===== config.mk =====
export PLATFORM = sky130hd
export DESIGN_NAME = imem_program_loader
export DESIGN_NICKNAME = d
export VERILOG_FILES = /design/src/rtl/opcodes.sv /design/src/rtl/imem_program_loader_pkg.sv /design/src/rtl/imem_program_loader_instr_encoder.sv /design/src/rtl/imem_program_loader.sv
export SDC_FILE = /design/constraint.sdc
export NUM_CORES = 1
export LEC_CHECK = 0
export ABC_AREA = 1
export CELL_PAD_IN_SITES_DETAIL_PLACEMENT = 0
export CELL_PAD_IN_SITES_GLOBAL_PLACEMENT = 1
export CORE_ASPECT_RATIO = 1.1
export CORE_MARGIN = 1
export CORE_UTILIZATION = 33
export DETAILED_ROUTE_END_ITERATION = 10
export HOLD_SLACK_MARGIN = 0.05
export PLACE_DENSITY_LB_ADDON = 0.1
export SETUP_SLACK_MARGIN = 0.4
export SLEW_MARGIN = 20
export SYNTH_ARGS = -nofsm -noshare
export SYNTH_HDL_FRONTEND = slang
export SYNTH_SLANG_ARGS = --single-unit

===== constraint.sdc =====
create_clock -name clk -period 3.2 [get_ports clk]
set_input_delay 0.48 -clock clk [delete_from_list [all_inputs] [get_ports clk]]
set_output_delay 0.48 -clock clk [all_outputs]
set_load 0.005 [all_outputs]

===== src/rtl/opcodes.sv =====
// Opcodes: primary opcode values decoded by the single-cycle core.
// Shared by everything that produces or consumes MIPS instruction words.
package Opcodes;

  localparam logic [5:0] OP_RR    = 6'h00;
  localparam logic [5:0] OP_J     = 6'h02;
  localparam logic [5:0] OP_BEQ   = 6'h04;
  localparam logic [5:0] OP_ADDI  = 6'h08;
  localparam logic [5:0] OP_ADDIU = 6'h09;
  localparam logic [5:0] OP_LW    = 6'h23;
  localparam logic [5:0] OP_SW    = 6'h2B;

endpackage : Opcodes


===== src/rtl/imem_program_loader_pkg.sv =====
// LoaderPkg: loader FSM state type and MIPS word packing helpers.
package LoaderPkg;

  import Opcodes::*;

  typedef enum logic [1:0] {
    LD_IDLE = 2'd0,
    LD_LOAD = 2'd1,
    LD_DONE = 2'd2,
    LD_ERR  = 2'd3
  } loader_state_t;

  // R-type: shamt is always zero for the core's ALU operations.
  function automatic logic [31:0] pack_rtype(input logic [4:0] rs,
                                             input logic [4:0] rt,
                                             input logic [4:0] rd,
                                             input logic [5:0] funct);
    return {OP_RR, rs, rt, rd, 5'b00000, funct};
  endfunction

  // I-type: loads, stores, branches and immediate arithmetic.
  function automatic logic [31:0] pack_itype(input logic [5:0]  op,
                                             input logic [4:0]  rs,
                                             input logic [4:0]  rt,
                                             input logic [15:0] imm);
    return {op, rs, rt, imm};
  endfunction

  // J-type: 26-bit word-aligned jump target.
  function automatic logic [31:0] pack_jtype(input logic [25:0] target);
    return {OP_J, target};
  endfunction

endpackage : LoaderPkg


===== src/rtl/imem_program_loader_instr_encoder.sv =====
// instr_encoder: purely combinational field-to-word encoder. op_ok_o is low
// for any opcode the core cannot decode, and the word is then forced to zero.
module instr_encoder
  import Opcodes::*, LoaderPkg::*;
(
  input  logic [5:0]  opcode_i,
  input  logic [4:0]  rs_i,
  input  logic [4:0]  rt_i,
  input  logic [4:0]  rd_i,
  input  logic [5:0]  funct_i,
  input  logic [15:0] imm_i,
  input  logic [25:0] target_i,
  output logic [31:0] word_o,
  output logic        op_ok_o
);

  // Select the instruction format from the opcode and pack the fields.
  always_comb begin
    word_o  = 32'h0000_0000;
    op_ok_o = 1'b0;
    case (opcode_i)
      OP_RR: begin
        word_o  = pack_rtype(rs_i, rt_i, rd_i, funct_i);
        op_ok_o = 1'b1;
      end
      OP_LW, OP_SW, OP_BEQ, OP_ADDI, OP_ADDIU: begin
        word_o  = pack_itype(opcode_i, rs_i, rt_i, imm_i);
        op_ok_o = 1'b1;
      end
      OP_J: begin
        word_o  = pack_jtype(target_i);
        op_ok_o = 1'b1;
      end
      default: begin
        word_o  = 32'h0000_0000;
        op_ok_o = 1'b0;
      end
    endcase
  end

endmodule : instr_encoder


===== src/rtl/imem_program_loader.sv =====
// imem_program_loader: accepts instruction-field beats over valid/ready,
// encodes them and writes consecutive IMEM words one cycle after acceptance.
// Loading stops at the last beat (DONE) or when IMEM fills up (ERR).
module imem_program_loader
  import LoaderPkg::*;
#(
  parameter int IMEM_DEPTH = 256,
  parameter int ADDR_W     = $clog2(IMEM_DEPTH)
) (
  input  logic              clk,
  input  logic              rst_n,
  input  logic              start_i,
  input  logic              in_valid_i,
  output logic              in_ready_o,
  input  logic [5:0]        in_opcode_i,
  input  logic [4:0]        in_rs_i,
  input  logic [4:0]        in_rt_i,
  input  logic [4:0]        in_rd_i,
  input  logic [5:0]        in_funct_i,
  input  logic [15:0]       in_imm_i,
  input  logic [25:0]       in_target_i,
  input  logic              in_last_i,
  output logic              imem_we_o,
  output logic [ADDR_W-1:0] imem_addr_o,
  output logic [31:0]       imem_wdata_o,
  output logic              busy_o,
  output logic              done_o,
  output logic              err_full_o,
  output logic              err_badop_o,
  output logic [ADDR_W:0]   word_count_o
);

  localparam logic [ADDR_W-1:0] PTR_ONE  = {{(ADDR_W-1){1'b0}}, 1'b1};
  localparam logic [ADDR_W:0]   CNT_ONE  = {{ADDR_W{1'b0}}, 1'b1};
  localparam logic [ADDR_W-1:0] PTR_LAST = ADDR_W'(IMEM_DEPTH - 1);

  loader_state_t     state_q, state_d;
  logic [ADDR_W-1:0] wr_ptr_q, wr_ptr_d;
  logic [ADDR_W:0]   count_q, count_d;
  logic              we_q, we_d;
  logic [ADDR_W-1:0] addr_q, addr_d;
  logic [31:0]       wdata_q, wdata_d;
  logic              err_full_q, err_full_d;
  logic              err_badop_q, err_badop_d;

  logic [31:0]       word_s;
  logic              op_ok_s;
  logic              beat_fire_s;
  logic              at_last_addr_s;

  instr_encoder u_encoder (
    .opcode_i (in_opcode_i),
    .rs_i     (in_rs_i),
    .rt_i     (in_rt_i),
    .rd_i     (in_rd_i),
    .funct_i  (in_funct_i),
    .imm_i    (in_imm_i),
    .target_i (in_target_i),
    .word_o   (word_s),
    .op_ok_o  (op_ok_s)
  );

  assign beat_fire_s    = in_valid_i && (state_q == LD_LOAD);
  assign at_last_addr_s = (wr_ptr_q == PTR_LAST);

  // Next-state, pointer, error flag and write-port logic.
  always_comb begin
    state_d     = state_q;
    wr_ptr_d    = wr_ptr_q;
    count_d     = count_q;
    we_d        = 1'b0;
    addr_d      = addr_q;
    wdata_d     = wdata_q;
    err_full_d  = err_full_q;
    err_badop_d = err_badop_q;
    case (state_q)
      LD_IDLE, LD_DONE, LD_ERR: begin
        if (start_i) begin
          state_d     = LD_LOAD;
          wr_ptr_d    = {ADDR_W{1'b0}};
          count_d     = {(ADDR_W+1){1'b0}};
          err_full_d  = 1'b0;
          err_badop_d = 1'b0;
        end else begin
          state_d = state_q;
        end
      end
      LD_LOAD: begin
        if (beat_fire_s) begin
          if (op_ok_s) begin
            we_d    = 1'b1;
            addr_d  = wr_ptr_q;
            wdata_d = word_s;
            count_d = count_q + CNT_ONE;
            if (at_last_addr_s) begin
              // The pointer is held at the top address so it never wraps.
              wr_ptr_d = wr_ptr_q;
              if (in_last_i) begin
                state_d = LD_DONE;
              end else begin
                state_d    = LD_ERR;
                err_full_d = 1'b1;
              end
            end else begin
              wr_ptr_d = wr_ptr_q + PTR_ONE;
              if (in_last_i) begin
                state_d = LD_DONE;
              end else begin
                state_d = LD_LOAD;
              end
            end
          end else begin
            // Unsupported opcode: beat is consumed but nothing is written.
            err_badop_d = 1'b1;
            if (in_last_i) begin
              state_d = LD_DONE;
            end else begin
              state_d = LD_LOAD;
            end
          end
        end else begin
          state_d = LD_LOAD;
        end
      end
      default: begin
        state_d = LD_IDLE;
      end
    endcase
  end

  // State and datapath registers; reset clears every output immediately.
  always_ff @(posedge clk or negedge rst_n) begin
    if (!rst_n) begin
      state_q     <= LD_IDLE;
      wr_ptr_q    <= {ADDR_W{1'b0}};
      count_q     <= {(ADDR_W+1){1'b0}};
      we_q        <= 1'b0;
      addr_q      <= {ADDR_W{1'b0}};
      wdata_q     <= 32'h0000_0000;
      err_full_q  <= 1'b0;
      err_badop_q <= 1'b0;
    end else begin
      state_q     <= state_d;
      wr_ptr_q    <= wr_ptr_d;
      count_q     <= count_d;
      we_q        <= we_d;
      addr_q      <= addr_d;
      wdata_q     <= wdata_d;
      err_full_q  <= err_full_d;
      err_badop_q <= err_badop_d;
    end
  end

  assign in_ready_o   = (state_q == LD_LOAD);
  assign busy_o       = (state_q == LD_LOAD);
  assign done_o       = (state_q == LD_DONE);
  assign imem_we_o    = we_q;
  assign imem_addr_o  = addr_q;
  assign imem_wdata_o = wdata_q;
  assign err_full_o   = err_full_q;
  assign err_badop_o  = err_badop_q;
  assign word_count_o = count_q;

endmodule : imem_program_loader

After elaboration in Yosys (flattened, before gate mapping)
Cells that the tools add are included.
Widths: inputs -> output; s select.
{"block": "word_totals", "ff_bits": 62, "inputBits": 74, "output_inout_bits": 55}
{"block": "classes", "add_sub_neg": 2, "n_eq_ne": 17, "muxes": 30, "n_reduce_logical": 11}
{"op": "$pmux 32 s3", "n": 1}
{"op": "$mux 8", "n": 4}
{"op": "$mux 9", "n": 3}
{"op": "$pmux 9 s2", "n": 1}
{"op": "$pmux 8 s2", "n": 1}
{"op": "$eq 6x4->1 const B", "n": 2}
{"op": "$eq 6x6->1 const B", "n": 2}
{"op": "$mux 1", "n": 12}
{"op": "$mux 2", "n": 5}
{"op": "$add 9x1->9 const B", "n": 1}
{"op": "$reduce_and 3->1", "n": 3}
{"op": "$add 8x1->8 const B", "n": 1}
{"op": "$eq 8x8->1 const B", "n": 1}
{"op": "$ne 2x2->1 const B", "n": 4}
{"op": "$reduce_or 7->1", "n": 1}
{"op": "$eq 6x2->1 const B", "n": 1}
{"op": "$eq 6x3->1 const B", "n": 1}
{"op": "$logic_not 6->1", "n": 1}
{"op": "$ne 2x1->1 const B", "n": 3}
{"op": "$reduce_and 5->1", "n": 1}
{"op": "$reduce_or 5->1", "n": 1}
{"op": "$eq 2x2->1 const B", "n": 2}
{"op": "$pmux 1 s2", "n": 2}
{"op": "$pmux 2 s2", "n": 1}
{"op": "5 further kinds", "n": 5}

Depth between registers and ports, before layout
{"block": "logic_depth", "word_depth": 6, "ltp_mapped": 10, "mapped_depth_nobuf": 9}

Hierarchy
From an unflattened synthesis, not the netlist that was laid out.
{"block": "unflattened", "cells_unflattened": 472, "area_unflattened_um2": 3480.8}
{"mod": "imem_program_loader", "instances": 1, "cells_each": 328, "area_per_inst_um2": 2773.9, "seq_area_each_um2": 1551.5}
{"mod": "instr_encoder", "instances": 1, "cells_each": 144, "area_per_inst_um2": 706.9, "seq_area_each_um2": 0.0}

Worst setup path after synthesis
No wires, ideal clock.
{"block": "synth_path", "path_type": "register to register", "start": "reg wr_ptr_q[0]", "end": "reg wr_ptr_q[5]", "setup_time_ns": 0.118, "arrival_ns": 1.352, "setup_slack_ns": 1.730, "stages_incl_launch_ff": 10, "n_path_buf": 0, "period_less_slack_ns": 1.470, "path_cell_list": "dfrtp_1 > ha_1 > nand3_1 > nor2_2 > nand2_2 > nand2_1 > inv_1 > nand3_1 > nand2_1 > nand2_1"}
{"block": "synth_between", "elab_chain_cells": 5}
{"element": "start: declaration", "line": "imem_program_loader.sv:38", "rtl": "logic [ADDR_W-1:0] wr_ptr_q, wr_ptr_d;"}
{"element": "start signal: assignment", "line": "imem_program_loader.sv:135", "rtl": "wr_ptr_q <= {ADDR_W{1'b0}};"}
{"element": "start signal: assignment", "line": "imem_program_loader.sv:144", "rtl": "wr_ptr_q <= wr_ptr_d;"}
{"element": "$add 8x1->8", "line": "imem_program_loader.sv:105", "rtl": "wr_ptr_d = wr_ptr_q + PTR_ONE;"}
{"element": "$mux 8", "line": "imem_program_loader.sv:95", "rtl": "if (at_last_addr_s) begin"}
{"element": "$mux 8", "line": "imem_program_loader.sv:90", "rtl": "if (op_ok_s) begin"}
{"element": "$mux 8", "line": "imem_program_loader.sv:89", "rtl": "if (beat_fire_s) begin"}
{"element": "$pmux 8 s2", "line": "imem_program_loader.sv:76", "rtl": "case (state_q)"}
Parallel ways exist; a longest one is shown, timed or not. The select of a mux whose other input is x is not followed.
A chain may end at the register's enable or synchronous reset.

Worst setup path in the final report
{"block": "layout_path", "start": "reg state_q[1]", "end": "out in_ready_o"}
{"block": "layout_between", "elab_chain_cells": 1}
{"element": "start: declaration", "line": "imem_program_loader.sv:37", "rtl": "loader_state_t state_q, state_d;"}
{"element": "start signal: assignment", "line": "imem_program_loader.sv:143", "rtl": "state_q <= state_d;"}
{"element": "$eq 2x1->1", "line": "imem_program_loader.sv:154", "rtl": "assign in_ready_o = (state_q == LD_LOAD);"}
{"element": "end: declaration", "line": "imem_program_loader.sv:14", "rtl": "output logic in_ready_o,"}
Every way passes these cells.

==> out/results.txt <==
CTS H-tree lvls: 3
Clk pwr share: 0.336
Max-Slew Margin vs Limit: 0.459
Net Sw Power: 0.000581 W
Area growth syn-to-layout: 47.8%
Core area: 9440 sq um
Final non-filler cell total: 679
Pins Over Slew Limit: 0
CP cell instances: inv_1 -> nand2_2 -> inv_1 -> clkdlybuf4s50_1
Slowest-stage cell, CP: clkdlybuf4s50_1
PwrDens: 459 nW/um^2
Register Area: 1550 sq um
Synth cell types: 27
Number of remaining DRC errors: 0
TritonCTS Buffers: 9
# port buffers: 128
Die area: 10200 sq um
Die Height: 106 um
Startpoint Class: flip-flop
Syn_area_per_cell: 7.52 sq um
Global-route wire length before repair: 14600 um
Std-Cell Rows: 37
Largest net degree at the start of global routing: 42
Hold bufs inserted after CTS: 0
Fin util: 0.506
Seq/Total Area, Yosys: 0.480
Synthesized flop and latch total: 62
Worst skew pair latency: 0.32 ns
Final hold vios: 0
Sw Share: 0.264
Share of post-route cells with drive strength above 1: 0.0569
Vias per cell: 4.56
Post-CTS Setup Bufs: 0
Max Clock Freq: 426 MHz
Setup Crit Path Kind: reg -> out
CTS tree: yes
Logic pwr share: 0.233
Ant diodes: 0
Max cap viols: 0
Clock transition at the registers of the reported paths: 0.07 ns
Total power draw: 0.00220 W
Detail Route Antenna Nets: 0
Worst min path class: in -> async
Total Routed Length: 8800 um
Worst hold slack: 0.242 ns
CP Max Fanout: 15
CP arrival: 1.87 ns
Synth Cell Area: 3230 sq um
Fin crit share: 0.734
IO Pins: 129
Clk buf depth: 2
Status: completed
Initial core utilization: 0.342
CP endpoint kind: output pin
Syn Nets: 506
Initial DRC Count: 80
Total GRT Usage: 0.187
First-pass DRT Iterations: 4
Crit path time final: 2.35 ns
Flop pwr share: 0.432
Chip Width: 96.4 um
Peak supply drop: 0.241 mV
Synth warn: 0
Gr ovfl total: 0
Drt wl/cell: 13.0 um
Initial antenna violation count: 0
Post-CTS sizing: 0
Placer congestion estimate: 0.764
Syn Inst Count: 430
CP max stage delay: 0.60 ns
Vias in the first global route: 3076
WP data required: 2.72 ns
Inst Count DP: 663
CTS Sinks: 62
Multi-input gate area: 1420 sq um
Nets@finish: 633
Hpwl dp: 6330 um
Pleak: 2.32 nW
CTS root buf: clkbuf_8
Final setup skew: 0.00457 ns
Final setup fails: 0
Setup TNS: 0 ns
Vias: 3099
Internal power: 0.00162 W
RSZ-0062 raised after global routing: false
Most frequent CP cell: inv_1
Fill count: 925
Worst slew pin tran: 0.811 ns
## cell families (layout without fill, tap and decap cells)
logic type               Yosys count  after routing  share of synthesized area
AND/OR/NAND/NOR                  267            267                      0.350
flip-flops                        62             62                      0.480
buffers and inverters             53            185                     0.0816
AO/OA/AOI/OAI                     38             38                     0.0592
XOR/XNOR                           8              8                     0.0217
adder cells (fa/ha/maj)            2              2                    0.00774
## path summary, 6_finish.rpt
| path | startpoint | endpoint | slack (ns) | cells after the start |
|---|---|---|---|---|
| max in group asynchronous | rst_n | imem_wdata_o[31] | 2.17 | 2 |
| max reg2reg | state_q[1] | word_count_o[8] | 1.11 | 7 |
| min | rst_n | imem_wdata_o[6] | 0.24 | 1 |
| min reg2reg | imem_addr_o[6] | imem_addr_o[6] | 0.48 | 2 |
| max | state_q[1] | in_ready_o | 0.85 | 4 |
| min in group clk | imem_addr_o[6] | imem_addr_o[6] | 0.48 | 2 |
## per-layer routing
metal / up-vias / wire [um] / GRT usage
met5: - / 0 / 0
met4: 0 / 143 / 0.0714
met3: 11 / 579 / 0.0397
met2: 92 / 4050 / 0.306
met1: 1394 / 4020 / 0.238
li1: 1602 / - / -
## placed cells by master, fill, tap and decap left out, drive strengths merged, types with 2 or more instances in the layout
cell	n
nor2	35
nor3b	3
dfrtp	62
xnor2	3
nand3	41
xor2	5
o21ai	24
clkbuf	14
buf	4
nor3	2
inv	38
a21oi	13
ha	2
nand4	4
clkdlybuf4s50	127
nand2	182
## metrics by stage
stage,setup WS [ns],instance area (sq um)
CTS,0.828,4780
global route,0.690,4780
floorplan,1.73,3230
finish,0.851,4780
detailed placement,0.586,4560
global placement,0.580,4560
## registers in the layout, indices dropped and copies added, names as in the netlist
name / flops
imem_wdata_o: 32
imem_we_o: 1
imem_addr_o: 8
err_badop_o: 1
err_full_o: 1
word_count_o: 9
wr_ptr_q: 8
state_q: 2
## Yosys cell counts (all sizes together)
cell type | count | share of area
a21oi | 13 | 0.020
buf | 13 | 0.034
clkbuf | 2 | 0.0023
dfrtp | 62 | 0.48
ha | 2 | 0.0077
inv | 38 | 0.045
nand2 | 182 | 0.22
nand3 | 41 | 0.069
nand4 | 4 | 0.0077
nor2 | 35 | 0.045
nor3 | 2 | 0.0031
nor3b | 3 | 0.0070
o21ai | 24 | 0.037
o22ai | 1 | 0.0019
xnor2 | 3 | 0.0081
xor2 | 5 | 0.014
## power groups by stage
stage	registers (W)	logic, W	clock network [W]
after floorplan	0.000959	0.000192	0
after global placement	0.000962	0.000512	0
after detailed placement	0.000963	0.000518	0
after CTS	0.000950	0.000522	0.000758
after global routing	0.000964	0.000573	0.000802
final	0.000948	0.000511	0.000737
## cell type report
class / count / area share
Sequential cell: 62 / 0.325
Multi-Input combinational cell: 315 / 0.297
Timing Repair Buffer: 131 / 0.272
Clock buffer: 14 / 0.0382
Tap cell: 117 / 0.0306
Inverter: 38 / 0.0304
Clock inverter: 2 / 0.00785
## critical path: cells and delay by family, from the launching register on
family | cells | cell delay [ns]
flops | 1 | 0.37
buf+inv | 3 | 0.96
simple gates | 1 | 0.21
Power figures use the tool's default switching activity.
